File: src/rtl/sram_axi_burst_ctrl.sv
// Burst front-end for a 512x80 two-port SRAM: independent write/read burst engines plus a
// read output FIFO that absorbs SRAM latency. Define SRAM_BURST_WRAP_EN to support WRAP bursts.
module sram_axi_burst_ctrl #(
  parameter int AW         = 9,
  parameter int DW         = 64,
  parameter int RD_LAT     = 1,
  parameter int OBUF_DEPTH = 3
) (
  input  logic          CLK,
  input  logic          RESET,
  input  logic          WCMD_VALID,
  output logic          WCMD_READY,
  input  logic [AW-1:0] WCMD_ADDR,
  input  logic [7:0]    WCMD_LEN,
  input  logic          WCMD_BURST,
  input  logic          WD_VALID,
  output logic          WD_READY,
  input  logic [DW-1:0] WD_DATA,
  input  logic [7:0]    WD_STRB,
  input  logic          WD_LAST,
  output logic          WRESP_VALID,
  input  logic          WRESP_READY,
  output logic          WRESP_ERR,
  input  logic          RCMD_VALID,
  output logic          RCMD_READY,
  input  logic [AW-1:0] RCMD_ADDR,
  input  logic [7:0]    RCMD_LEN,
  input  logic          RCMD_BURST,
  output logic          RD_VALID,
  input  logic          RD_READY,
  output logic [DW-1:0] RD_DATA,
  output logic          RD_LAST,
  output logic [AW-1:0] SRAM_W_ADDR,
  output logic          SRAM_W_EN,
  output logic [7:0]    SRAM_WBYTE_EN,
  output logic [79:0]   SRAM_W_DATA,
  output logic [AW-1:0] SRAM_R_ADDR,
  output logic          SRAM_R_EN,
  input  logic [79:0]   SRAM_R_DATA
);

  localparam int PW = (OBUF_DEPTH > 1) ? $clog2(OBUF_DEPTH) : 1;
  localparam int CW = $clog2(OBUF_DEPTH + 1);

  typedef enum logic [1:0] {W_IDLE, W_DATA, W_RESP} w_state_e;
  typedef enum logic       {R_IDLE, R_ISSUE}        r_state_e;

  w_state_e      w_state_q, w_state_d;
  logic [AW-1:0] w_addr_q, w_addr_d, w_addr_nxt;
  logic [7:0]    w_len_q, w_len_d, w_cnt_q, w_cnt_d;
  logic          w_err_q, w_err_d;

  r_state_e      r_state_q, r_state_d;
  logic [AW-1:0] r_addr_q, r_addr_d, r_addr_nxt;
  logic [7:0]    r_len_q, r_len_d, r_cnt_q, r_cnt_d;
  logic          issue_last;

  logic [RD_LAT-1:0] pipe_vld_q, pipe_last_q;
  logic [DW:0]       fifo_mem [OBUF_DEPTH];
  logic [PW-1:0]     wr_ptr_q, rd_ptr_q;
  logic [CW-1:0]     fifo_cnt_q;
  logic              push, pop, room;
  int                inflight;

  logic unused_rdata;
  assign unused_rdata = ^SRAM_R_DATA[79:DW];

`ifdef SRAM_BURST_WRAP_EN
  logic w_burst_q, r_burst_q;

  always_ff @(posedge CLK) begin
    if (RESET) begin
      w_burst_q <= 1'b0;
      r_burst_q <= 1'b0;
    end else begin
      if (WCMD_VALID && WCMD_READY) w_burst_q <= WCMD_BURST;
      if (RCMD_VALID && RCMD_READY) r_burst_q <= RCMD_BURST;
    end
  end

  // WRAP keeps the upper address bits and lets the low log2(LEN+1) bits roll over.
  function automatic logic [AW-1:0] next_addr(input logic [AW-1:0] addr,
                                               input logic [7:0]    len,
                                               input logic          wrap);
    logic [AW-1:0] mask;
    mask = AW'(len);
    if (wrap) return (addr & ~mask) | ((addr + AW'(1)) & mask);
    return addr + AW'(1);
  endfunction

  assign w_addr_nxt = next_addr(w_addr_q, w_len_q, w_burst_q);
  assign r_addr_nxt = next_addr(r_addr_q, r_len_q, r_burst_q);
`else
  logic unused_burst;
  assign unused_burst = WCMD_BURST ^ RCMD_BURST;
  assign w_addr_nxt   = w_addr_q + AW'(1);
  assign r_addr_nxt   = r_addr_q + AW'(1);
`endif

  // ---------------------------------------------------------------- write engine
  // NOTE: sequential state uses non-blocking (<=) so every register samples pre-edge values.
  always_ff @(posedge CLK) begin
    if (RESET) begin
      w_state_q <= W_IDLE;
      w_addr_q  <= '0;
      w_len_q   <= '0;
      w_cnt_q   <= '0;
      w_err_q   <= 1'b0;
    end else begin
      w_state_q <= w_state_d;
      w_addr_q  <= w_addr_d;
      w_len_q   <= w_len_d;
      w_cnt_q   <= w_cnt_d;
      w_err_q   <= w_err_d;
    end
  end

  // NOTE: every output of an always_comb gets a default first so no path infers a latch.
  always_comb begin
    w_state_d     = w_state_q;
    w_addr_d      = w_addr_q;
    w_len_d       = w_len_q;
    w_cnt_d       = w_cnt_q;
    w_err_d       = w_err_q;
    WCMD_READY    = 1'b0;
    WD_READY      = 1'b0;
    WRESP_VALID   = 1'b0;
    WRESP_ERR     = 1'b0;
    SRAM_W_EN     = 1'b0;
    SRAM_W_ADDR   = '0;
    SRAM_WBYTE_EN = '0;
    SRAM_W_DATA   = '0;
    unique case (w_state_q)
      W_IDLE: begin
        WCMD_READY = 1'b1;
        if (WCMD_VALID) begin
          w_addr_d  = WCMD_ADDR;
          w_len_d   = WCMD_LEN;
          w_cnt_d   = '0;
          w_err_d   = 1'b0;
          w_state_d = W_DATA;
        end
      end
      W_DATA: begin
        WD_READY = 1'b1;
        if (WD_VALID) begin
          SRAM_W_EN     = 1'b1;
          SRAM_W_ADDR   = w_addr_q;
          SRAM_WBYTE_EN = WD_STRB;
          SRAM_W_DATA   = {{(80-DW){1'b0}}, WD_DATA};
          w_addr_d      = w_addr_nxt;
          w_cnt_d       = w_cnt_q + 8'd1;
          // The count, not WD_LAST, ends the burst; LAST only flags agreement.
          if (w_cnt_q == w_len_q) begin
            w_err_d   = w_err_q | ~WD_LAST;
            w_state_d = W_RESP;
          end else begin
            w_err_d   = w_err_q | WD_LAST;
          end
        end
      end
      W_RESP: begin
        WRESP_VALID = 1'b1;
        WRESP_ERR   = w_err_q;
        if (WRESP_READY) w_state_d = W_IDLE;
      end
      default: w_state_d = W_IDLE;
    endcase
  end

  // ---------------------------------------------------------------- read engine
  always_comb begin
    inflight = 0;
    for (int i = 0; i < RD_LAT; i++) if (pipe_vld_q[i]) inflight++;
  end

  // Issue only when a FIFO slot is guaranteed for every outstanding SRAM read.
  assign room = (int'(fifo_cnt_q) + inflight) < OBUF_DEPTH;

  always_ff @(posedge CLK) begin
    if (RESET) begin
      r_state_q <= R_IDLE;
      r_addr_q  <= '0;
      r_len_q   <= '0;
      r_cnt_q   <= '0;
    end else begin
      r_state_q <= r_state_d;
      r_addr_q  <= r_addr_d;
      r_len_q   <= r_len_d;
      r_cnt_q   <= r_cnt_d;
    end
  end

  always_comb begin
    r_state_d   = r_state_q;
    r_addr_d    = r_addr_q;
    r_len_d     = r_len_q;
    r_cnt_d     = r_cnt_q;
    RCMD_READY  = 1'b0;
    SRAM_R_EN   = 1'b0;
    SRAM_R_ADDR = '0;
    issue_last  = 1'b0;
    unique case (r_state_q)
      R_IDLE: begin
        RCMD_READY = 1'b1;
        if (RCMD_VALID) begin
          r_addr_d  = RCMD_ADDR;
          r_len_d   = RCMD_LEN;
          r_cnt_d   = '0;
          r_state_d = R_ISSUE;
        end
      end
      R_ISSUE: begin
        if (room) begin
          SRAM_R_EN   = 1'b1;
          SRAM_R_ADDR = r_addr_q;
          r_addr_d    = r_addr_nxt;
          r_cnt_d     = r_cnt_q + 8'd1;
          if (r_cnt_q == r_len_q) begin
            issue_last = 1'b1;
            r_state_d  = R_IDLE;
          end
        end
      end
      default: r_state_d = R_IDLE;
    endcase
  end

  // ---------------------------------------------------------------- latency pipe + output FIFO
  function automatic logic [PW-1:0] ptr_inc(input logic [PW-1:0] p);
    return (p == PW'(OBUF_DEPTH - 1)) ? '0 : p + PW'(1);
  endfunction

  assign push     = pipe_vld_q[RD_LAT-1];
  assign RD_VALID = (fifo_cnt_q != '0);
  assign pop      = RD_VALID & RD_READY;

  always_ff @(posedge CLK) begin
    if (RESET) begin
      pipe_vld_q  <= '0;
      pipe_last_q <= '0;
      wr_ptr_q    <= '0;
      rd_ptr_q    <= '0;
      fifo_cnt_q  <= '0;
    end else begin
      pipe_vld_q  <= RD_LAT'({pipe_vld_q, SRAM_R_EN});
      pipe_last_q <= RD_LAT'({pipe_last_q, issue_last});
      if (push) wr_ptr_q <= ptr_inc(wr_ptr_q);
      if (pop)  rd_ptr_q <= ptr_inc(rd_ptr_q);
      unique case ({push, pop})
        2'b10:   fifo_cnt_q <= fifo_cnt_q + CW'(1);
        2'b01:   fifo_cnt_q <= fifo_cnt_q - CW'(1);
        default: fifo_cnt_q <= fifo_cnt_q;
      endcase
    end
  end

  // NOTE: FIFO storage is not reset; the reset pointers and count make stale entries invisible.
  always_ff @(posedge CLK) begin
    if (push) fifo_mem[wr_ptr_q] <= {pipe_last_q[RD_LAT-1], SRAM_R_DATA[DW-1:0]};
  end

  always_comb begin
    RD_DATA = '0;
    RD_LAST = 1'b0;
    if (RD_VALID) {RD_LAST, RD_DATA} = fifo_mem[rd_ptr_q];
  end

endmodule
File: config.mk
export PLATFORM = sky130hd
export DESIGN_NAME = sram_axi_burst_ctrl
export DESIGN_NICKNAME = d
export VERILOG_FILES = /design/src/rtl/sram_axi_burst_ctrl.sv
export SDC_FILE = /design/constraint.sdc
export NUM_CORES = 1
export LEC_CHECK = 0
export CAP_MARGIN = 25
export CORE_MARGIN = 2
export CORE_UTILIZATION = 42
export DETAILED_ROUTE_END_ITERATION = 8
export GPL_TIMING_DRIVEN = 0
export PLACE_DENSITY = 0.78
export SLEW_MARGIN = 20
export SYNTH_ARGS = -nofsm -noshare
export SYNTH_HDL_FRONTEND = slang
export SYNTH_SLANG_ARGS = --single-unit
File: constraint.sdc
create_clock -name CLK -period 5.5 [get_ports CLK]
set_input_delay 0.55 -clock CLK [delete_from_list [all_inputs] [get_ports CLK]]
set_output_delay 0.55 -clock CLK [all_outputs]
set_load 0.005 [all_outputs]
==> summary.md <==
| Metric | Value |
|---|---|
| Most frequent cells in the layout | `clkdlybuf4s50_1 (339), edfxtp_1 (195), nor2_1 (160)` |
| Critical Path Sink | `RD_DATA[62]` |
| Final Power | `5.31 mW` |
| Leakage | `6.08 nW` |
| Finished Layout Cells | `1,770` |
| Syn avg cell area | `11.3 um2` |
| Register area | `7140 um2` |
| Netlist Area Pre-Place | `11,400 um2` |
| Synth Instances | `1,010` |
| Post-synthesis sequential area ratio | `0.625` |
| Number of CTS-inserted buffers | `27` |
| Reg2Reg Setup Slack | `3.36 ns` |
| Crit share post-route | `0.630` |
| Fill count | `2,123` |
| Hold_buf cts | `0` |
| First-pass GRT wire length | `49.9 mm` |
| Largest net degree at the start of global routing | `23` |
| Cell chain of the critical path | `nor2_1 -> clkbuf_1 -> clkbuf_1 -> nor2_1 -> clkdlybuf4s50_1` |
| Starting DRT DRC Count | `649` |
| Crit-path max FO | `10` |
| Capturing point of the worst reg2reg path | `fifo_mem[1][36]` |
| PortBufs | `339` |
| Max cap viols | `0` |
| Hold/Removal Path Class | `reg2reg` |
| Post-synthesis register bit count | `259` |
| Post-layout util | `0.613` |
| Worst clock skew | `0.0192 ns` |
| Later-pin clock latency in the skew report | `0.54 ns` |
| Number of nets in the layout | `1,609` |
| Yosys warns | `0` |
| TritonRoute pass-1 iters | `5` |
| H-tree Lvls | `1` |
| TritonCTS clock tree | `yes` |
| Core box area | `26,800 um2` |
| CP endpoint kind | `output pin` |
| Crit-path max cell delay | `0.55 ns` |
| Final Max Slew Viols | `0` |
| Critical R2R Launch | `pipe_vld_q` |
| Die W | `169 um` |
| Vias in the first global route | `9,078` |
| Asr flop ratio synth | `0` |
| Crit path from | `fifo_cnt_q[0]` |
| Total number of vias | `9,215` |
| Final min period | `3.46 ns` |
| Status | `finished, final reports clean` |
| WHS | `0.466 ns` |
| TritonCTS Sinks | `259` |
| DIE AREA | `28,500 um2` |
| Multi-input gate area | `3920 um2` |
| Top FF cell, synth | `edfxtp_1` |
| Hold path start | `r_len_q[5]` |
| Pwr Density | `323 nW/um2` |
| GPL Wtd Cong | `0.930` |
| Ports | `375` |
| Reg2Reg Depth | `6` |
| Number of flops mapped to enable cells by yosys | `195` |
| Cell Rows | `60` |
| Critical path data arrival time | `2.91 ns` |
| Final setup fails | `0` |
| Post-CTS sizing | `0` |
| CP required | `4.95 ns` |
| Synth unique cells | `53` |
| Maximum clock path buffer count | `3` |
| Slowest cell on the critical path | `clkbuf_1` |
| CP Launch Type | `register` |
| Synth-to-layout area growth | `44.0%` |
| Post-DP HPWL | `25.2 mm` |
| Postcts setup bufs | `0` |
| Routed WL per cell | `19.0 um` |
| Layout cell share with drive strength beyond 1 | `0.0659` |
| Worst-path clk slew | `0.06 ns` |
| Placed instance area | `15,500 um2` |
| Initial Util | `0.426` |
| GRT Residual Overflow | `0` |
| Design area | `16,400 um2` |
| Final ANT Viol Nets | `0` |
| Antenna violations before repair | `4` |
| CP Class | `reg2out` |
| Maximum vdd ir drop | `228 uV` |
| DIE HEIGHT | `169 um` |
| RSZ-0062 raised after global routing | `false` |
| Placed Cells | `1,718` |
| Drt total wl | `33.6 mm` |
| DR DRC count | `0` |
| Commonest non-fill, non-tap cell in the layout | `clkdlybuf4s50_1` |
| Fmax | `0.289 GHz` |
| Slew headroom | `0.580` |
| Actual slew at the worst max-slew pin | `0.630 ns` |
| Vias/cell | `5.21` |
| Hold Violations, Final | `0` |
| CTS root buf | `clkbuf_16` |
| All-Layer GR Usage | `0.225` |
[routing by layer]
layer / GRT usage / vias up / share of wire
met3: 0.0545 / 41 / 0.080
met5: 0 / - / 0.00039
met1: 0.280 / 4387 / 0.40
met4: 0.0360 / 2 / 0.011
met2: 0.404 / 372 / 0.51
li1: - / 4413 / -
[cells by family after synthesis]
group	share of synthesized area
simple gates	0.169
flops	0.625
compound gates	0.0789
buf+inv	0.0389
mux	0.0630
xor+xnor	0.0169
fa+ha+maj	0.00767
other cells	0.000329
[how the worst min path moves through the flow]
stage | slack, ns | depth (start not counted) | to
2_1_floorplan | 0.42 | 0 | fifo_mem[0][64]
3_3_place_gp | 0.43 | 0 | fifo_mem[0][64]
3_5_place_dp | 0.46 | 0 | fifo_mem[1][64]
4_1_cts | 0.47 | 2 | r_len_q[5]
5_1_grt | 0.49 | 2 | w_len_q[0]
6_report | 0.47 | 2 | r_len_q[5]
[through the flow]
stage / setup slack, ns / setup TNS [ns]
4_1_cts: 1.95 / 0
3_3_place_gp: -0.0764 / -4.69
6_report: 2.04 / 0
2_1_floorplan: 1.84 / 0
5_1_grt: 1.82 / 0
3_5_place_dp: 2.17 / 0
[cell usage after synthesis (2+ instances only)]
cell type  count  area (um2)
nand2_1       57         214
o31a_1         2        17.5
dfxtp_1       64        1280
mux2_2         4        45.0
a211oi_1       3        22.5
nand3_1       10        50.1
o32ai_1        2        17.5
xor2_1        17         149
nor2b_1        7        43.8
a21oi_1      112         561
nor2_1       161         604
nor3_1         9        45.0
o21ai_0       28         140
and2_1         9        56.3
buf_2         13        65.1
buf_4         18         135
or3_1          3        18.8
and3_1        90         563
xnor2_1        5        43.8
and4_1         4        35.0
nand4_1        8        50.1
a311oi_1       6        52.6
clkbuf_1      44         165
nor3b_1        5        37.5
mux2i_1       66         661
inv_1          9        33.8
ha_1           7        87.6
nand3b_1       2        15.0
edfxtp_1     195        5860
nand2b_1       8        50.1
nor4_1        10        62.6
buf_1         11        41.3
[registers in the layout, indices dropped and copies added, names as in the netlist, 2 cells and up, named ones only]
name	flops
fifo_cnt_q	2
fifo_mem	195
r_addr_q	9
r_cnt_q	8
r_len_q	8
rd_ptr_q	2
w_addr_q	9
w_cnt_q	8
w_len_q	8
w_state_q	2
wr_ptr_q	2
[critical path, delay by kind of cell (launching register included)]
kind / cells / cell delay [ns]
buffers and inverters: 3 / 1.58
DFF: 1 / 0.37
and+or+nand+nor: 2 / 0.43
[area by class of cell]
type | instances | area share
Antenna cell | 2 | 0.000305
Buffer | 86 | 0.0247
Clock buffer | 34 | 0.0427
Clock inverter | 16 | 0.0116
Inverter | 10 | 0.00228
Multi-Input combinational cell | 670 | 0.239
Sequential cell | 259 | 0.434
Tap cell | 341 | 0.0260
Timing Repair Buffer | 352 | 0.220
[power breakdown]
| part | total [mW] | internal [mW] | switching (mW) |
|---|---|---|---|
| Clock | 1.83 | 1.09 | 0.735 |
| Combinational | 1.25 | 0.646 | 0.606 |
| Sequential | 2.23 | 2.18 | 0.0480 |
| Total | 5.31 | 3.92 | 1.39 |
(Power assumes the default switching activity.)
